--- src/rtl/fetch_unit_pkg.sv ---
// Shared constants and types for the instruction fetch unit and its queue.
// Holds the FSM encoding, queue geometry and the reset fetch address.
package fetch_unit_pkg;

   localparam int unsigned QUEUE_DEPTH = 2;
   localparam int unsigned PTR_W       = $clog2(QUEUE_DEPTH);
   localparam int unsigned CNT_W       = $clog2(QUEUE_DEPTH + 1);

   localparam logic [31:0]      RESET_PC   = 32'h0000_0000;
   localparam logic [CNT_W-1:0] QUEUE_FULL = CNT_W'(QUEUE_DEPTH);

   typedef enum logic [1:0] {
      S_IDLE = 2'd0,
      S_WAIT = 2'd1,
      S_DROP = 2'd2
   } fetch_state_t;

   typedef struct packed {
      logic [31:0] instr;
      logic [31:0] pc4;
   } fetch_entry_t;

   // Redirect targets are word aligned; the low two bits are simply dropped.
   function automatic logic [31:0] align_pc(input logic [31:0] pc);
      return {pc[31:2], 2'b00};
   endfunction

endpackage

--- src/rtl/fetch_queue.sv ---
// Small in-order instruction queue between fetch and decode.
// Flush wins over push and pop; the head is presented combinationally.
module fetch_queue
   import fetch_unit_pkg::*;
(
   input  logic             clock,
   input  logic             reset,
   input  logic             push,
   input  logic             pop,
   input  logic             flush,
   input  fetch_entry_t     data,
   output logic [CNT_W-1:0] count,
   output fetch_entry_t     head
);

   fetch_entry_t     entries [QUEUE_DEPTH];
   logic [PTR_W-1:0] wr_ptr;
   logic [PTR_W-1:0] rd_ptr;
   logic             do_push;
   logic             do_pop;

   function automatic logic [PTR_W-1:0] next_ptr(input logic [PTR_W-1:0] p);
      return (p == PTR_W'(QUEUE_DEPTH - 1)) ? '0 : p + PTR_W'(1);
   endfunction

   assign do_pop  = pop && (count != '0);
   assign do_push = push && ((count != QUEUE_FULL) || do_pop);

   always_ff @(posedge clock or negedge reset) begin
      if (!reset) begin
         // NOTE: the storage is reset too, because the head drives id_instr/id_pc4,
         // which must read zero while reset is held.
         for (int i = 0; i < QUEUE_DEPTH; i++) begin
            entries[i] <= '0;
         end
         wr_ptr <= '0;
         rd_ptr <= '0;
         count  <= '0;
      end else if (flush) begin
         wr_ptr <= '0;
         rd_ptr <= '0;
         count  <= '0;
      end else begin
         if (do_push) begin
            entries[wr_ptr] <= data;
            wr_ptr          <= next_ptr(wr_ptr);
         end
         if (do_pop) begin
            rd_ptr <= next_ptr(rd_ptr);
         end
         count <= count + CNT_W'(do_push) - CNT_W'(do_pop);
      end
   end

   assign head = entries[rd_ptr];

endmodule

--- src/rtl/fetch_unit.sv ---
// Instruction fetch: one outstanding memory request, a two-entry queue to decode,
// and redirect handling that discards in-flight responses.
module fetch_unit
   import fetch_unit_pkg::*;
(
   input  logic        clock,
   input  logic        reset,
   output logic        imem_req,
   output logic [31:0] imem_addr,
   input  logic        imem_ack,
   input  logic [31:0] imem_rdata,
   output logic        id_valid,
   output logic [31:0] id_instr,
   output logic [31:0] id_pc4,
   input  logic        id_ready,
   input  logic        redirect,
   input  logic [31:0] redirect_pc
);

   fetch_state_t     state;
   logic [31:0]      fetch_pc;
   logic [31:0]      next_addr;
   logic [CNT_W-1:0] count;
   logic [CNT_W-1:0] count_after;
   logic             push;
   logic             pop;
   fetch_entry_t     push_entry;
   fetch_entry_t     head;

   assign next_addr   = imem_addr + 32'd4;
   assign push        = (state == S_WAIT) && imem_ack && !redirect;
   assign pop         = id_valid && id_ready;
   assign push_entry  = '{instr: imem_rdata, pc4: next_addr};
   assign count_after = count + CNT_W'(push) - CNT_W'(pop);

   fetch_queue u_queue (
      .clock (clock),
      .reset (reset),
      .push  (push),
      .pop   (pop),
      .flush (redirect),
      .data  (push_entry),
      .count (count),
      .head  (head)
   );

   assign id_valid = (count != '0);
   assign id_instr = head.instr;
   assign id_pc4   = head.pc4;

   // NOTE: state, fetch_pc and the memory-side outputs all live in this one clocked
   // block with non-blocking assignments, so imem_req/imem_addr are true registers.
   always_ff @(posedge clock or negedge reset) begin
      if (!reset) begin
         state     <= S_IDLE;
         fetch_pc  <= RESET_PC;
         imem_req  <= 1'b0;
         imem_addr <= '0;
      end else begin
         case (state)
            S_IDLE: begin
               if (redirect) begin
                  fetch_pc <= align_pc(redirect_pc);
               end else if (count < QUEUE_FULL) begin
                  imem_addr <= fetch_pc;
                  imem_req  <= 1'b1;
                  state     <= S_WAIT;
               end
            end
            S_WAIT: begin
               if (redirect) begin
                  fetch_pc <= align_pc(redirect_pc);
                  if (imem_ack) begin
                     imem_req <= 1'b0;
                     state    <= S_IDLE;
                  end else begin
                     state <= S_DROP;
                  end
               end else if (imem_ack) begin
                  fetch_pc <= next_addr;
                  // Keep streaming while the queue still has room after this edge.
                  if (count_after < QUEUE_FULL) begin
                     imem_addr <= next_addr;
                  end else begin
                     imem_req <= 1'b0;
                     state    <= S_IDLE;
                  end
               end
            end
            S_DROP: begin
               if (redirect) begin
                  fetch_pc <= align_pc(redirect_pc);
               end
               if (imem_ack) begin
                  imem_req <= 1'b0;
                  state    <= S_IDLE;
               end
            end
            default: begin
               imem_req <= 1'b0;
               state    <= S_IDLE;
            end
         endcase
      end
   end

endmodule

--- config.mk ---
export PLATFORM = sky130hd
export DESIGN_NAME = fetch_unit
export DESIGN_NICKNAME = d
export VERILOG_FILES = /design/src/rtl/fetch_unit_pkg.sv /design/src/rtl/fetch_queue.sv /design/src/rtl/fetch_unit.sv
export SDC_FILE = /design/constraint.sdc
export NUM_CORES = 1
export LEC_CHECK = 0
export CORE_UTILIZATION = 32
export DETAILED_ROUTE_END_ITERATION = 10
export GPL_TIMING_DRIVEN = 0
export PLACE_DENSITY = 0.64
export SLEW_MARGIN = 5
export SYNTH_ARGS = -nofsm -noshare
export SYNTH_HDL_FRONTEND = slang
export SYNTH_SLANG_ARGS = --single-unit
export TNS_END_PERCENT = 50
--- constraint.sdc ---
create_clock -name clock -period 2.3 [get_ports clock]
set_input_delay 0.46 -clock clock [delete_from_list [all_inputs] [get_ports clock]]
set_output_delay 0.46 -clock clock [all_outputs]
set_load 0.005 [all_outputs]
Word level (Yosys, flattened, before mapping)
Index checks and enable logic that the tools add are counted.
{ "totals": {"reg_bits": 199, "in_bits": 69, "output_inout_bits": 98, "word_cells": 96} }
{ "classes": {"add_sub_neg": 7, "magnitude_cmp": 5, "n_eq_ne": 12, "n_mux": 38, "n_bitwise": 3, "reduce_logical": 20} }
{ "ops": {"columns": ["cell", "count"], "rows": [
  ["$mux 32", 8],
  ["$mux 64", 4],
  ["$bwmux 128", 1],
  ["$pmux 32 s2", 2],
  ["$demux 64 s1", 1],
  ["$add 32x3->32 const B", 1],
  ["$mux 2", 8],
  ["$mux 1", 12],
  ["$ne 2x2->1 const B", 6],
  ["$reduce_bool 2->1", 5],
  ["$logic_and 1x1->1", 6],
  ["$ne 3x3->1 const B", 2],
  ["$pmux 2 s3", 1],
  ["$reduce_and 6->1", 1],
  ["$reduce_and 5->1", 1],
  ["$add 2x1->2", 2],
  ["$ge 2x2->1 const B", 2],
  ["$lt 2x2->1 const B", 2],
  ["$ne 2x1->1 const B", 2],
  ["$not 1->2", 2],
  ["$reduce_and 4->1", 1],
  ["$sub 2x1->2", 2],
  ["$pmux 1 s3", 1],
  ["$reduce_and 3->1", 1],
  ["10 further kinds", 11]
]} }

Depth between registers and ports, before layout
{ "logic_depth": {"ltp_word": 10, "depth_mapped": 9, "mapped_depth_nobuf": 8} }

Hierarchy
Synthesis repeated with hierarchy kept, for this count alone.
{ "unflattened": {"cells_unflattened": 809, "hier_area_um2": 9988.3} }
{ "modules_own_cells": {"columns": ["mod", "n_inst", "cells_per_inst", "area_per_inst_um2", "seq_area_each_um2"], "rows": [
  ["fetch_queue", 1, 363, 5969.5, 3303.2],
  ["fetch_unit", 1, 446, 4018.9, 1676.6]
]} }

Worst setup path before layout
OpenSTA, ideal clock, no wires.
{ "synth_path": {"path_type": "reg2reg", "start": "register u_queue.count[1]", "end": "register imem_addr[3]", "setup_ps": 82, "arrival_time_ps": 2362, "required_ps": 2218, "path_slack_ps": -144, "path_stages_with_launch": 10, "path_buffers": 1, "period_less_slack_ps": 2444, "cell_sequence": "dfrtp_1 -> or2_2 -> and2_1 -> ha_1 -> nor3b_2 -> xor2_2 -> a21oi_1 -> buf_2 -> nor2_1 -> a31oi_1"} }
{ "synth_via": {"elab_chain_len": 6, "word_cells_on_any_way": 9, "cone_classes": "2 x add/sub; 2 x order compare; 2 x eq/ne; 3 x reduce/logical"} }
{ "synth_lines": {"columns": ["element", "line_no", "source"], "rows": [
  ["start, declared", "fetch_queue.sv:12", "output logic [CNT_W-1:0] count,"],
  ["start signal, assigned", "fetch_queue.sv:51", "count <= count + CNT_W'(do_push) - CNT_W'(do_pop);"],
  ["$reduce_bool 2->1", "fetch_unit.sv:47", "assign id_valid = (count != '0);"],
  ["via id_valid", "fetch_unit.sv:12", "output logic id_valid,"],
  ["$logic_and 1x1->1", "fetch_unit.sv:32", "assign pop = id_valid && id_ready;"],
  ["$sub 2x1->2", "fetch_unit.sv:34", "assign count_after = count + CNT_W'(push) - CNT_W'(pop);"],
  ["$lt 2x2->1", "fetch_unit.sv:82", "if (count_after < QUEUE_FULL) begin"],
  ["$ne 2x1->1 (no line)", null, null],
  ["$reduce_and 6->1 (no line)", null, null],
  ["end signal, assigned", "fetch_unit.sv:65", "imem_addr <= fetch_pc;"],
  ["end signal, assigned", "fetch_unit.sv:83", "imem_addr <= next_addr;"],
  ["end, declared", "fetch_unit.sv:9", "output logic [31:0] imem_addr,"]
]} }
The timed path passes the listed nets, and every way through them passes these cells.
A chain may end at the register's enable or synchronous reset.

Worst setup path after layout
{ "layout_path": {"start": "register u_queue.rd_ptr", "end": "output id_pc4[9]"} }
{ "layout_via": {"elab_chain_len": 4} }
{ "layout_lines": {"columns": ["element", "line_no", "source"], "rows": [
  ["start, declared", "fetch_queue.sv:18", "logic [PTR_W-1:0] rd_ptr;"],
  ["start signal, assigned", "fetch_queue.sv:49", "rd_ptr <= next_ptr(rd_ptr);"],
  ["$not 1->2 (not written as such)", "fetch_queue.sv:55", "assign head = entries[rd_ptr];"],
  ["$mux 64 (not written as such) (3 in a row)", "fetch_queue.sv:55", null],
  ["end, declared", "fetch_unit.sv:14", "output logic [31:0] id_pc4,"]
]} }
No other way between the ends. The select of a mux whose other input is x is not followed.

==> impl_metrics.tcl <==
set metrics [dict create \
    skew_ps 26.0 \
    worstPathArrival_ps 1870 \
    clkTransAtPathRegs_ps 80 \
    drv_cap 0 \
    yosys_warnings 0 \
    yosys-top-cells-area "dfrtp_1, mux2_2, o21ai_0, nand2_1, a21oi_1" \
    worstPathRequired_ps 1840 \
    finalCritPeriodShare 1.01 \
    p_sw_frac 0.363 \
    power_density_mw_per_mm2 1350 \
    startpoint_type "flip-flop" \
    synth_seq_cells 199 \
    netlist_top_cells_count "dfrtp_1, mux2_2, nand2_1" \
    end_kind "output port" \
    worstReg2RegEnd "imem_addr[27]$_DFFE_PN0P_" \
    leakage_nw 5.63 \
    setup_slack_ps -29.0 \
    via_count 7918 \
    drv_slew 0 \
    fp.dieW_microns 175 \
    die_h_microns 175 \
    fill_cells 2751 \
    route.detailed.drc 0 \
    first_pass_iters 7 \
    reg2regPathDepth 9 \
    reg2reg_slack_ps -20 \
    worstMarginPinSlew_ps 711 \
    power_frac_clock 0.185 \
    antenna_cells 0 \
    p_sw_w 0.00645 \
    htreeDepth 4 \
    cts_tree "built" \
    ff_latch_area_sq_mm 0.00498 \
    yosysTopAreaCellShare 0.518 \
    grt_pass1_vias 7948 \
    clockBufferDepth 2 \
    synth_nets 958 \
    fin_util 0.446 \
    avgViaCountPerCell 5.23 \
    die_area_sq_mm 0.0307 \
    holdCritPathClass "in2async" \
    final_nets 1183 \
    cts-buffers-inserted 17 \
    status "complete, but fails checks" \
    grt_max_degree 93 \
    placed_area_sq_mm 0.0118 \
    layout-drive-gt1-share 0.294 \
    antenna_found_initial 0 \
    endpoint "id_pc4[9]" \
    violations "setup timing" \
    crit_start "u_queue.rd_ptr$_DFFE_PN0P_" \
    yosysSeqAreaShare 0.518 \
    routedWlPerCell_microns 19.4 \
    rsz0062_at_grt "yes" \
    ys.flop_type "dfrtp_1" \
    fin_area_sq_mm 0.0132 \
    relSlewSlack 0.526 \
    coreArea_sq_mm 0.0296 \
    synth_area_leader_cell "dfrtp_1" \
    synth_edf_count 0 \
    pin_count 167 \
    grt.overflow.total 0 \
    synth_cell_types 59 \
    final.min_clock_period_ps 2330 \
    io_buffers 164 \
    critPathKind "reg2out" \
    start_util 0.325 \
    clock_latency_ps 450 \
    place_hpwl_microns 20100 \
    seq_power_share 0.340 \
    ant_nets 0 \
    critPathMaxFanout 5 \
    fmax_mhz 429 \
    hold_violations 0 \
    drt_wl_total_microns 29300 \
    syn-cell-area_sq_mm 0.00961 \
    synth.most_common_cell "dfrtp_1" \
    grt_pass1_wl_microns 46200 \
    async_flop_share 1.00 \
    dr.first_iter.drc_count 545 \
    finalSetupViolations 5 \
    power.share.combinational 0.475 \
    syn_area_per_cell_sq_um 10.8 \
    multi_input_area_sq_mm 0.00455 \
    ir_drop_mv 0.722 \
    root_buffer "clkbuf_16" \
    r2r_start "u_queue.count[0]$_DFF_PN0_" \
    p_int_w 0.0113 \
    gp_congestion 0.886 \
    num_rows 63 \
    globalRouteTotalUtil 0.194 \
    syn_inst 886 \
    cts.sink_count 199 \
    synthToLayoutAreaGrowth_pct 37.2 \
]
==> sequential cells by signal, indices dropped and copies added (netlist names) <==
register / flops
u_queue.rd_ptr: 1
u_queue.count: 2
u_queue.entries: 128
imem_addr: 32
u_queue.wr_ptr: 1
fetch_pc: 32
state: 2
imem_req: 1
==> what timing repair did <==
action | 4_1_cts | 5_1_grt
endpoints found under the setup margin | 186 | 157
hold endpoints to repair | 26 | 0
setup buffers | 26 | 13
cloned | 6 | 0
resized for setup | 227 | 78
pin swaps | 6 | 11
hold buffers | 1 | 0
==> kinds of logic after synthesis <==
family / Yosys count / share of synthesized area
AOI/OAI and AO/OA: 200 / 0.127
xor gates and xnor gates: 35 / 0.0343
adders and majority gates: 3 / 0.00391
buffers and inverters: 69 / 0.0320
DFF: 199 / 0.518
muxes: 140 / 0.163
and+or+nand+nor: 240 / 0.121
==> final cells by class <==
class	instances	share of cell area
timing repair buffer	208	0.154
buffer	59	0.0348
tap	390	0.0370
sequential	199	0.378
multi-input combinational	618	0.345
inverter	8	0.00228
clock buffer	18	0.0333
clock inverter	14	0.0156
==> stage by stage <==
stage	total power, W	hold WS (ps)	setup WS [ps]	setup TNS, ps	instances
floorplan	0.00997	164	4.28	0	886
CTS	0.0177	440	-145	-548	1506
global route	0.0189	447	-141	-1290	1514
detailed placement	0.0136	323	-695	-107680	1442
global placement	0.0135	454	-7780	-1647190	1440
finish	0.0178	451	-29.0	-82.8	1514
==> worst min-delay path by stage <==
| stage | start | end | depth (start not counted) |
|---|---|---|---|
| floorplan | reset | fetch_pc[0]$_DFFE_PN0P_ | 0 |
| global placement | fetch_pc[1]$_DFFE_PN0P_ | imem_addr[1]$_DFFE_PN0P_ | 2 |
| detailed placement | reset | u_queue.entries[39]$_DFFE_PN0P_ | 1 |
| CTS | reset | u_queue.entries[40]$_DFFE_PN0P_ | 2 |
| global route | reset | u_queue.entries[40]$_DFFE_PN0P_ | 2 |
| finish | reset | u_queue.entries[40]$_DFFE_PN0P_ | 2 |
==> placed cells by master, fill, tap and decap left out, types with 4 or more instances in the layout <==
cell and count:
a211oi_1 5, a21o_1 5, a21oi_1 48, a21oi_4 4, a2bb2oi_1 7, a31oi_1 6
a32oi_1 17, and2_1 4, and3_1 6, and4_1 5, buf_12 4, buf_2 20
buf_4 30, buf_6 23, buf_8 5, clkbuf_1 13, clkbuf_16 24, clkbuf_2 27
clkdlybuf4s15_1 20, clkdlybuf4s50_1 99, dfrtp_1 196, dlygate4sd2_1 9, inv_1 8, inv_8 5
mux2_2 132, mux2i_1 6, nand2_1 86, nand3_1 19, nand4_1 12, nor2_1 66
nor2b_1 6, nor3_1 7, o21ai_0 66, o21ai_1 10, o22ai_1 7, xnor2_1 16
xor2_1 14
==> critical path, cell delays in order (launching register included) <==
cell	delay, ps
dfrtp_2	440
buf_12	140
buf_4	150
clkbuf_16	160
mux2_2	280
dlygate4sd2_1	260
==> power groups by stage <==
stage	combinational (W)	clock, W	sequential (W)
floorplan	0.00421	0	0.00576
global placement	0.00746	0	0.00603
detailed placement	0.00756	0	0.00608
CTS	0.00828	0.00337	0.00600
global route	0.00916	0.00351	0.00625
finish	0.00846	0.00329	0.00605
==> routing by layer <==
layer	GRT usage	share of wire	up-vias
met2	0.308	0.46	282
met1	0.271	0.46	3960
met3	0.0392	0.064	34
met5	0	0	-
met4	0.0486	0.018	0
li1	-	-	3642
Power figures use the tool's default switching activity.
